**src/rtl/param_updown_counter.sv**
```systemverilog
// Purpose  : parametrised synchronous up/down counter with load, terminal count,
//            registered wrap pulse and a saturating wrap-event tally.
// Latency  : q, wrap and wrap_cnt update one clk after the sampling edge; tc is
//            combinational from q and up_dn.
// Backpress: none; every input is sampled on every rising clk edge.
//
// Ports
//   clk       in   1       system clock, rising edge
//   rst       in   1       synchronous reset, active-high, highest priority
//   enable    in   1       count enable; q holds when low
//   up_dn     in   1       1 = count up, 0 = count down
//   load      in   1       parallel load strobe (overrides enable)
//   load_val  in   WIDTH   load value, clamped to MAX_VAL
//   q         out  WIDTH   current count
//   tc        out  1       q==MAX_VAL when counting up, q==0 when counting down
//   wrap      out  1       one-cycle pulse following a boundary event
//   wrap_cnt  out  WRAP_W  boundary events since reset, saturates at all-ones
//
// Build option
//   CNT_SATURATE_EN : when defined, the count stops at the bounds instead of
//                     wrapping; each enabled cycle blocked at a bound is still a
//                     boundary event.

module param_updown_counter #(
   parameter int WIDTH   = 3,
   parameter int MAX_VAL = (1 << WIDTH) - 1,
   parameter int RST_VAL = 0,
   parameter int WRAP_W  = 8
) (
   input  logic              clk,
   input  logic              rst,
   input  logic              enable,
   input  logic              up_dn,
   input  logic              load,
   input  logic [WIDTH-1:0]  load_val,
   output logic [WIDTH-1:0]  q,
   output logic              tc,
   output logic              wrap,
   output logic [WRAP_W-1:0] wrap_cnt
);

   localparam logic [WIDTH-1:0] MAX_Q = WIDTH'(MAX_VAL);
   localparam logic [WIDTH-1:0] RST_Q = WIDTH'(RST_VAL);

   logic             at_top;
   logic             at_bot;
   logic [WIDTH-1:0] q_nxt;
   logic             evt;

   assign at_top = (q == MAX_Q);
   assign at_bot = (q == '0);

   // Cascade output: valid regardless of enable so a parent can chain stages.
   assign tc = up_dn ? at_top : at_bot;

   // Next count and boundary-event detection. load beats enable; a load never
   // produces a boundary event even when it lands on a bound.
   always_comb begin
      q_nxt = q;
      evt   = 1'b0;
      if (load) begin
         q_nxt = (load_val > MAX_Q) ? MAX_Q : load_val;
      end else if (enable) begin
         if (up_dn) begin
            if (at_top) begin
               evt = 1'b1;
`ifdef CNT_SATURATE_EN
               q_nxt = MAX_Q;
`else
               q_nxt = '0;
`endif
            end else begin
               q_nxt = q + WIDTH'(1);
            end
         end else begin
            if (at_bot) begin
               evt = 1'b1;
`ifdef CNT_SATURATE_EN
               q_nxt = '0;
`else
               q_nxt = MAX_Q;
`endif
            end else begin
               q_nxt = q - WIDTH'(1);
            end
         end
      end
   end

   always_ff @(posedge clk) begin
      if (rst) begin
         q        <= RST_Q;
         wrap     <= 1'b0;
         wrap_cnt <= '0;
      end else begin
         q    <= q_nxt;
         wrap <= evt;
         // Tally sticks at all-ones rather than rolling back to zero.
         if (evt && !(&wrap_cnt)) begin
            wrap_cnt <= wrap_cnt + WRAP_W'(1);
         end
      end
   end

endmodule
```
**config.mk**
```make
export PLATFORM = sky130hd
export DESIGN_NAME = param_updown_counter
export DESIGN_NICKNAME = d
export VERILOG_FILES = /design/src/rtl/param_updown_counter.sv
export SDC_FILE = /design/constraint.sdc
export NUM_CORES = 1
export LEC_CHECK = 0
export ABC_AREA = 1
export BUFFER_PORTS_ARGS = -buffer_cell sky130_fd_sc_hd__buf_2
export CORE_MARGIN = 1.5
export CORE_UTILIZATION = 33
export DETAILED_ROUTE_END_ITERATION = 10
export PLACE_DENSITY = 0.63
export SYNTH_ARGS = -nofsm -noshare
export SYNTH_HDL_FRONTEND = slang
export SYNTH_SLANG_ARGS = --single-unit
```
**constraint.sdc**
```tcl
create_clock -name clk -period 2.7 [get_ports clk]
set_input_delay 0.135 -clock clk [delete_from_list [all_inputs] [get_ports clk]]
set_output_delay 0.135 -clock clk [all_outputs]
set_load 0.005 [all_outputs]
```
---- Word level (Yosys, flattened, before mapping) ----
Index checks and enable logic that the tools add are counted.
operators by class
  $add $sub $neg .......................... 3
  multiply operators ...................... 0
  div/mod/pow operators ................... 0
  $lt $le $gt $ge ......................... 1
  equal/unequal tests ..................... 1
  shift-type cells ........................ 0
  mux-type cells .......................... 12
  bitwise logic cells ..................... 0
  reduce and logical (&&, ||, !) cells .... 5
operators by type and width
  kind                 number
  $mux 3               6
  $add 8x1->8 const B  1
  $reduce_and 8->1     1
  $mux 1               6
  $add 3x1->3 const B  1
  $eq 3x3->1 const B   1
  $gt 3x3->1 const B   1
  $logic_not 3->1      1
  $sub 3x1->3 const B  1
  $reduce_bool 2->1    1
  $logic_and 1x1->1    1
  $logic_not 1->1      1
word-level totals
  register bits after elaboration ......... 12
  bits in latches ......................... 0
  bits in writable memories ............... 0
  ROM bits ................................ 0
  input bits .............................. 8
  output and inout bits ................... 13
  logic and storage cells ................. 25
  memories kept ........................... 0

---- Logic depth before layout (Yosys ltp) ----
Gate-level depths: netlist of the first run.
  depth in word-level cells ............... 6
  depth in mapped cells ................... 8
  depth with buffers taken out ............ 8

---- Worst setup path after synthesis of the first run ----
OpenSTA, ideal clock, no wires.
  path kind ............................... register to register
  start ................................... register q[0]
  end ..................................... register wrap_cnt[0]
  library setup time ...................... 0.066 ns
  arrival time ............................ 1.221 ns
  required time ........................... 2.634 ns
  slack ................................... 1.413 ns
  stages on the path, launching flop included .. 9
  buffers on the path ..................... 0
  period minus slack after synthesis ...... 1.287 ns
  cells stage by stage .................... dfxtp_1 -> ha_1 -> ha_1 -> nand2_1 -> nand2_4 -> nand2_4 -> nor2_4 -> nand2_1 -> a21oi_2
on the way
  cells in the longest elaborated chain, start to end .. 6
  elaborated cells between the ends (all ways) .. 8
  classes of those cells .................. eq/ne (1); mux (5); reduce/logical (2)
RTL lines
  item                                                  line    text
  start, declared                                       36      output logic [WIDTH-1:0] q,
  start signal, assigned                                96      q <= q_nxt;
  $eq 3x3->1 / $logic_not 3->1 (equally long branches)  50, 51
  $mux 1 (on tied branches)                             65, 76
  $mux 1 (*)                                            64      if (up_dn) begin
  $mux 1 (*)                                            63      end else if (enable) begin
  $mux 1 (*)                                            61      if (load) begin
  $logic_and 1x1->1 (*)                                 99      if (evt && !(&wrap_cnt)) begin
  end signal, assigned                                  100     wrap_cnt <= wrap_cnt + WRAP_W'(1);
  end, declared                                         39      output logic [WRAP_W-1:0] wrap_cnt
Mark *: on every way between the ends. The rest lies on a longest branch, timed or not.
A chain may end at the register's enable or synchronous reset.

---- Worst setup path in the final report of the first run ----
  start ................................... register q[0]
  end ..................................... output port tc
on the way
  cells in the longest elaborated chain, start to end .. 2
  elaborated cells between the ends (all ways) .. 3
  classes of those cells .................. eq/ne (1); mux (1); reduce/logical (1)
RTL lines
  item                                                  line    text
  $eq 3x3->1 / $logic_not 3->1 (equally long branches)  50, 51
  $mux 1 (*)                                            54      assign tc = up_dn ? at_top : at_bot;
  end, declared                                         37      output logic tc,
Marked as above.

==> impl_metrics.ini, run 1 <==
[run_status]
status = finished clean

[clocking]
cts_root_buf = clkbuf_4
clockBufferDepth = 2
cts_tree = built
postCtsHoldBufs = 0
h-tree-depth = 1
cts_sinks = 12
clkTransAtPathRegs_ns = 0.07
postCtsSetupRepairBufs = 0
insertion_delay_ns = 0.27
cts_made_buffers = 3
cts_resized = 0

[final_layout]
register_area_sq_um = 240
syn2layout_area_growth_pct = 18.7
fin_cells = 160
nFillCells = 251
n_antenna_cell = 0
drive_gt1_share_pct = 35.6
final_nets = 147
utilization_pct = 42.6
multiInputGateArea_sq_um = 512

[global_routing]
grt_max_degree = 13
antenna_found_initial = 0
grt_use_total_pct = 13.4
grt_pass1_wl_um = 2740
grt_pass1_vias = 691
grt.overflow.total = 0

[worst_setup_path]
critPathTopFamily = adder cells
max_stage_delay_ns = 0.35
path_cells = ha_1 -> ha_1 -> nand2_1 -> nand2_4 -> buf_2
cp-end-kind = primary output
timing.rr.end = wrap_cnt[1]
crit_slowest_cell = dfxtp_1
crit_end = tc
worstPathRequired_ns = 2.57
path_buf_inv = 1
crit-reg2reg-launch = q[0]
path_common_cell = ha_1
cp.depth = 5
crit_path_start_kind = flop
crit_fanout = 5
regToRegSetupSlack_ns = 1.30
crit_path_start = q[0]
crit_type = reg -> out
worstRegToRegCells = 8
critPathArrivalTime_ns = 1.33

[placed_design]
io_buffers = 20
gp_congestion = 0.712
place_inst = 157
dp_hpwl_um = 1260

[drt]
ant_nets = 0
route.detailed.drc = 0
vias_per_cell = 4.66
first_pass_iters = 4
routed_wl_um = 1630
via_count = 745
routedWlPerCell_um = 10.2
drtIter0Drc = 17

[power]
irDropWorstVdd_mv = 0.207
finalPower_mw = 0.353
p_leak_nw = 0.436
powerDensity_nw_per_um2 = 364

[synth]
yosys.area.top_type = dfxtp_1
synth_nets = 123
synth.most_common_cell = nand2_1
synthesis.area_sq_um = 817
yosysWarnings = 0
synth_common_cells = nand2_1, dfxtp_1, inv_1
ys_types = 24
yosysSeqAreaShare_pct = 29.4
synth.avg_cell_area_sq_um = 7.43
ys.flop_type = dfxtp_1
synth_cells = 110
synth_seq_cells = 12
async_flop_share_pct = 0
yosysTopAreaCellShare_pct = 29.4
synth_edf_count = 0
synth.area.top_cells = dfxtp_1, nand2_1, ha_1

[sta]
slew_viol_final = 0
maxSlewHeadroom_pct = 80.3
tightest_slew_ns = 0.296
hold_violations = 0
period_needed_ns = 1.47
fin_crit_sh_pct = 54.4
finalSetupViolCount = 0
max_freq_mhz = 681
final.setup.tns_ns = 0
rsz0062_at_grt = no
fin_worst_skew_ns = 0.00244

[floorplanning]
io-pin-count = 21
rows = 17
die_h_um = 52.8
core_area_sq_um = 2280
start_util_pct = 35.9
die_w_um = 52.8
die_area_sq_um = 2780

[hold_path]
min_path_type = in -> reg
holdPathStages = 3

[flow_run]
cap_violations = 0
-- layer usage --
metal	vias to the layer above	GRT usage [%]	routed length (um)
met5	-	0	0
met4	0	6.41	8
met3	2	2.57	93
met2	25	23.1	740
met1	327	15.7	783
li1	391	-	-
-- sequential cells by signal, summed over array words and instances (netlist names) --
signal,cells
wrap,1
wrap_cnt,8
q,3
-- cell usage in the layout (no fill, tap or decap), drive strengths merged, types with 2 or more instances in the layout --
| cell | netlist | layout |
|---|---|---|
| nand3 | 8 | 8 |
| clkbuf | 0 | 3 |
| inv | 16 | 16 |
| a22oi | 2 | 2 |
| buf | 1 | 20 |
| a21oi | 9 | 9 |
| o21ai | 2 | 2 |
| nor2 | 13 | 13 |
| nand2 | 35 | 35 |
| xnor2 | 3 | 3 |
| ha | 5 | 5 |
| dfxtp | 12 | 12 |
-- worst min-delay path by stage --
stage / startpoint / endpoint / slack (ns)
after global placement: load_val[0] / q[0] / 0.42
after CTS: load_val[0] / q[0] / 0.15
after detailed placement: load_val[0] / q[0] / 0.44
after floorplan: rst / q[0] / 0.20
after global routing: load_val[0] / q[0] / 0.17
final: load_val[0] / q[0] / 0.16
-- report_power, final --
| group | switching, mW | leakage, nW | internal (mW) |
|---|---|---|---|
| Sequential | 0.00556 | 0.0975 | 0.181 |
| Combinational | 0.0358 | 0.325 | 0.0244 |
| Clock | 0.0538 | 0.0138 | 0.0515 |
| Total | 0.0952 | 0.436 | 0.257 |
-- kinds of logic (layout without fill, tap and decap cells) --
family / count (synthesis) / after routing / synth area share [%]
compound gates: 15 / 15 / 13.5
flops: 12 / 12 / 29.4
xor+xnor: 4 / 4 / 4.29
simple gates: 57 / 57 / 37.2
buf+inv: 17 / 39 / 7.96
fa+ha+maj: 5 / 5 / 7.66
-- area by class of cell --
type	count	area share, %
clock buffers	3	2.32
flip-flops and latches	12	24.8
well taps	28	3.61
multi-input cells	81	52.8
repair buffers	20	10.3
inverters	16	6.19
-- through the flow --
| step | instance area (sq um) | setup WS, ns | hold slack, ns |
|---|---|---|---|
| floorplan | 817 | 1.41 | 0.204 |
| global placement | 947 | 1.33 | 0.423 |
| detailed placement | 947 | 1.29 | 0.440 |
| CTS | 970 | 1.21 | 0.154 |
| global route | 970 | 1.16 | 0.174 |
| finish | 970 | 1.23 | 0.163 |
-- worst reg2reg max path, stage by stage (launching register included) --
cell and delay (ns):
dfxtp_1 0.40, ha_1 0.17, ha_1 0.13, nand2_1 0.09, nand2_4 0.12, nand2_4 0.06, nor2_4 0.16, nand2_1 0.09
a21oi_2 0.11
No activity file was read; power rests on OpenSTA's default activity.
==> run 2, diff against run 1 <==
--- a/config.mk
+++ b/config.mk
@@ -10,7 +10,7 @@
 export CORE_MARGIN = 1.5
 export CORE_UTILIZATION = 33
 export DETAILED_ROUTE_END_ITERATION = 10
-export PLACE_DENSITY = 0.63
+export PLACE_DENSITY = 0.65
 export SYNTH_ARGS = -nofsm -noshare
 export SYNTH_HDL_FRONTEND = slang
 export SYNTH_SLANG_ARGS = --single-unit
==> constraint.sdc (replaced) <==
create_clock -name clk -period 1.2 [get_ports clk]
set_input_delay 0.06 -clock clk [delete_from_list [all_inputs] [get_ports clk]]
set_output_delay 0.06 -clock clk [all_outputs]
set_load 0.005 [all_outputs]
==> run 2 against run 1 <==
  * The run now ends with negative setup slack left
  * Via count up 6.3%
  * Final cell count up 8.1%
  * Hold slack lost 0.11 ns
  * Sequential share of layout area down 3.5 points
  * First-iteration DRC count down 71%
  * Largest power group unchanged
  * Sequential cell count did not move
  * Combinational power grew to 3.3 times the previous value
  * Non-clock buffer count up 12
  * Worst setup slack worse by 1.4 ns
  * Global-route usage rose by 1.3 points
  * Highest routed layer unchanged
==> impl_metrics.ini, run 2 (synthesis gave the netlist of run 1 again) <==
[worst_setup_path]
crit_path_start_kind = flop
cp-end-kind = primary output
worstPathRequired_ns = 1.14
critPathArrivalTime_ns = 1.29
crit_fanout = 3
path_cells = ha_4 -> ha_4 -> nand2_4 -> nand2_4 -> buf_6 -> buf_6
crit_type = reg -> out
max_stage_delay_ns = 0.37
crit_slowest_cell = dfxtp_4

[hold_path]
min_path_type = in -> reg

[drt]
vias_per_cell = 4.58
ant_nets = 0
routedWlPerCell_um = 10.4
first_pass_iters = 3
routed_wl_um = 1800
via_count = 792
drtIter0Drc = 5
route.detailed.drc = 0

[placed_design]
dp_hpwl_um = 1440
gp_congestion = 0.904
io_buffers = 20
place_inst = 167

[clocking]
insertion_delay_ns = 0.27
cts_made_buffers = 3
clockBufferDepth = 2
cts_tree = built
cts_root_buf = clkbuf_4
clkTransAtPathRegs_ns = 0.08
cts_sinks = 12
h-tree-depth = 1

[sta]
fin_crit_sh_pct = 112
fin_worst_skew_ns = 0.000932
holdWs_ns = 0.0517
maxSlewHeadroom_pct = 79.2
period_needed_ns = 1.35
slew_viol_final = 0
rsz0062_at_grt = yes
finalSetupViolCount = 8
max_freq_mhz = 741
hold_violations = 0
final.setup.tns_ns = -0.962
tightest_slew_ns = 0.312
fin_ws_ns = -0.150

[global_routing]
grt_use_total_pct = 14.7
grt_pass1_vias = 711
antenna_found_initial = 0
grt_pass1_wl_um = 3020
grt.overflow.total = 0
grt_max_degree = 13

[run_status]
status = finished, violations left
failed_checks = negative setup slack

[final_layout]
largest_register_ffs = 8
mostFrequentLayoutCells = nand2_1, buf_2, buf_4
drive_gt1_share_pct = 54.5
syn2layout_area_growth_pct = 43.2
n_antenna_cell = 0
top_regs = wrap_cnt (8), q (3), wrap (1)
fin_cells = 173
final_nets = 159
max_flop_register = wrap_cnt
final_common_cell = nand2_1

[floorplanning]
die_area_sq_um = 2780
rows = 17
io-pin-count = 21
die_h_um = 52.8
die_w_um = 52.8
start_util_pct = 35.9
core_area_sq_um = 2280

[power]
p_leak_nw = 0.515
irDropWorstVdd_mv = 0.647
finalPower_mw = 0.883
powerDensity_nw_per_um2 = 755

[flow_run]
cap_violations = 0
-- run 2: changes by cell type in the layout (fill, tap and decap cells not counted), sizes merged --
cell	change
clkinv	+1
buf	+12
-- run 2: per-stage QoR --
stage | utilization (%) | area [sq um] | worst slack [ns]
final | 51.4 | 1170 | -0.150
after global routing | 51.4 | 1170 | -0.197
after CTS | 50.5 | 1150 | -0.174
after detailed placement | 47.3 | 1080 | -0.110
after global placement | 47.3 | 1080 | -0.0744
after floorplan | - | 871 | -0.00357
-- run 2: final timing paths --
check / start / to / slack [ns] / cells after the start
worst max-delay path: q[0] / tc / -0.15 / 6
worst max register to register: q[0] / wrap_cnt[2] / -0.13 / 8
worst min-delay path: load_val[0] / q[0] / 0.05 / 3
worst min register to register: wrap_cnt[7] / wrap_cnt[7] / 0.52 / 2
-- run 2: area by class of cell --
type | count | area [sq um]
tap | 28 | 35.0
multi-input combinational | 81 | 599
clock buffer | 3 | 22.5
fill | 233 | 1110
sequential | 12 | 249
inverter | 16 | 60.1
clock inverter | 1 | 3.75
timing repair buffer | 32 | 200
-- run 2: worst max-delay path: cells and delay by family, from the launching register on --
kind | cells | cell delay, ns
simple gates | 2 | 0.12
flops | 1 | 0.37
buf+inv | 2 | 0.22
fa+ha+maj | 2 | 0.31
-- run 2: where the power goes --
group / internal (mW) / switching, mW / total, mW
clock: 0.120 / 0.140 / 0.260
sequential: 0.408 / 0.0146 / 0.422
combinational: 0.0998 / 0.101 / 0.201
-- run 2: routing by layer --
metal | track usage (%) | vias up | share of wire, %
met5 | 0 | - | 0
met2 | 23.5 | 10 | 47
met4 | 3.85 | 0 | 0.94
li1 | - | 420 | -
met1 | 18.6 | 360 | 48
met3 | 5.14 | 2 | 3.2
-- run 2: what timing repair did --
action | in CTS | in global routing
endpoints found under the setup margin | 12 | 12
buffers inserted | 2 | 0
pin swaps | 13 | 6
hold buffers | 0 | 0
resized for setup | 11 | 3
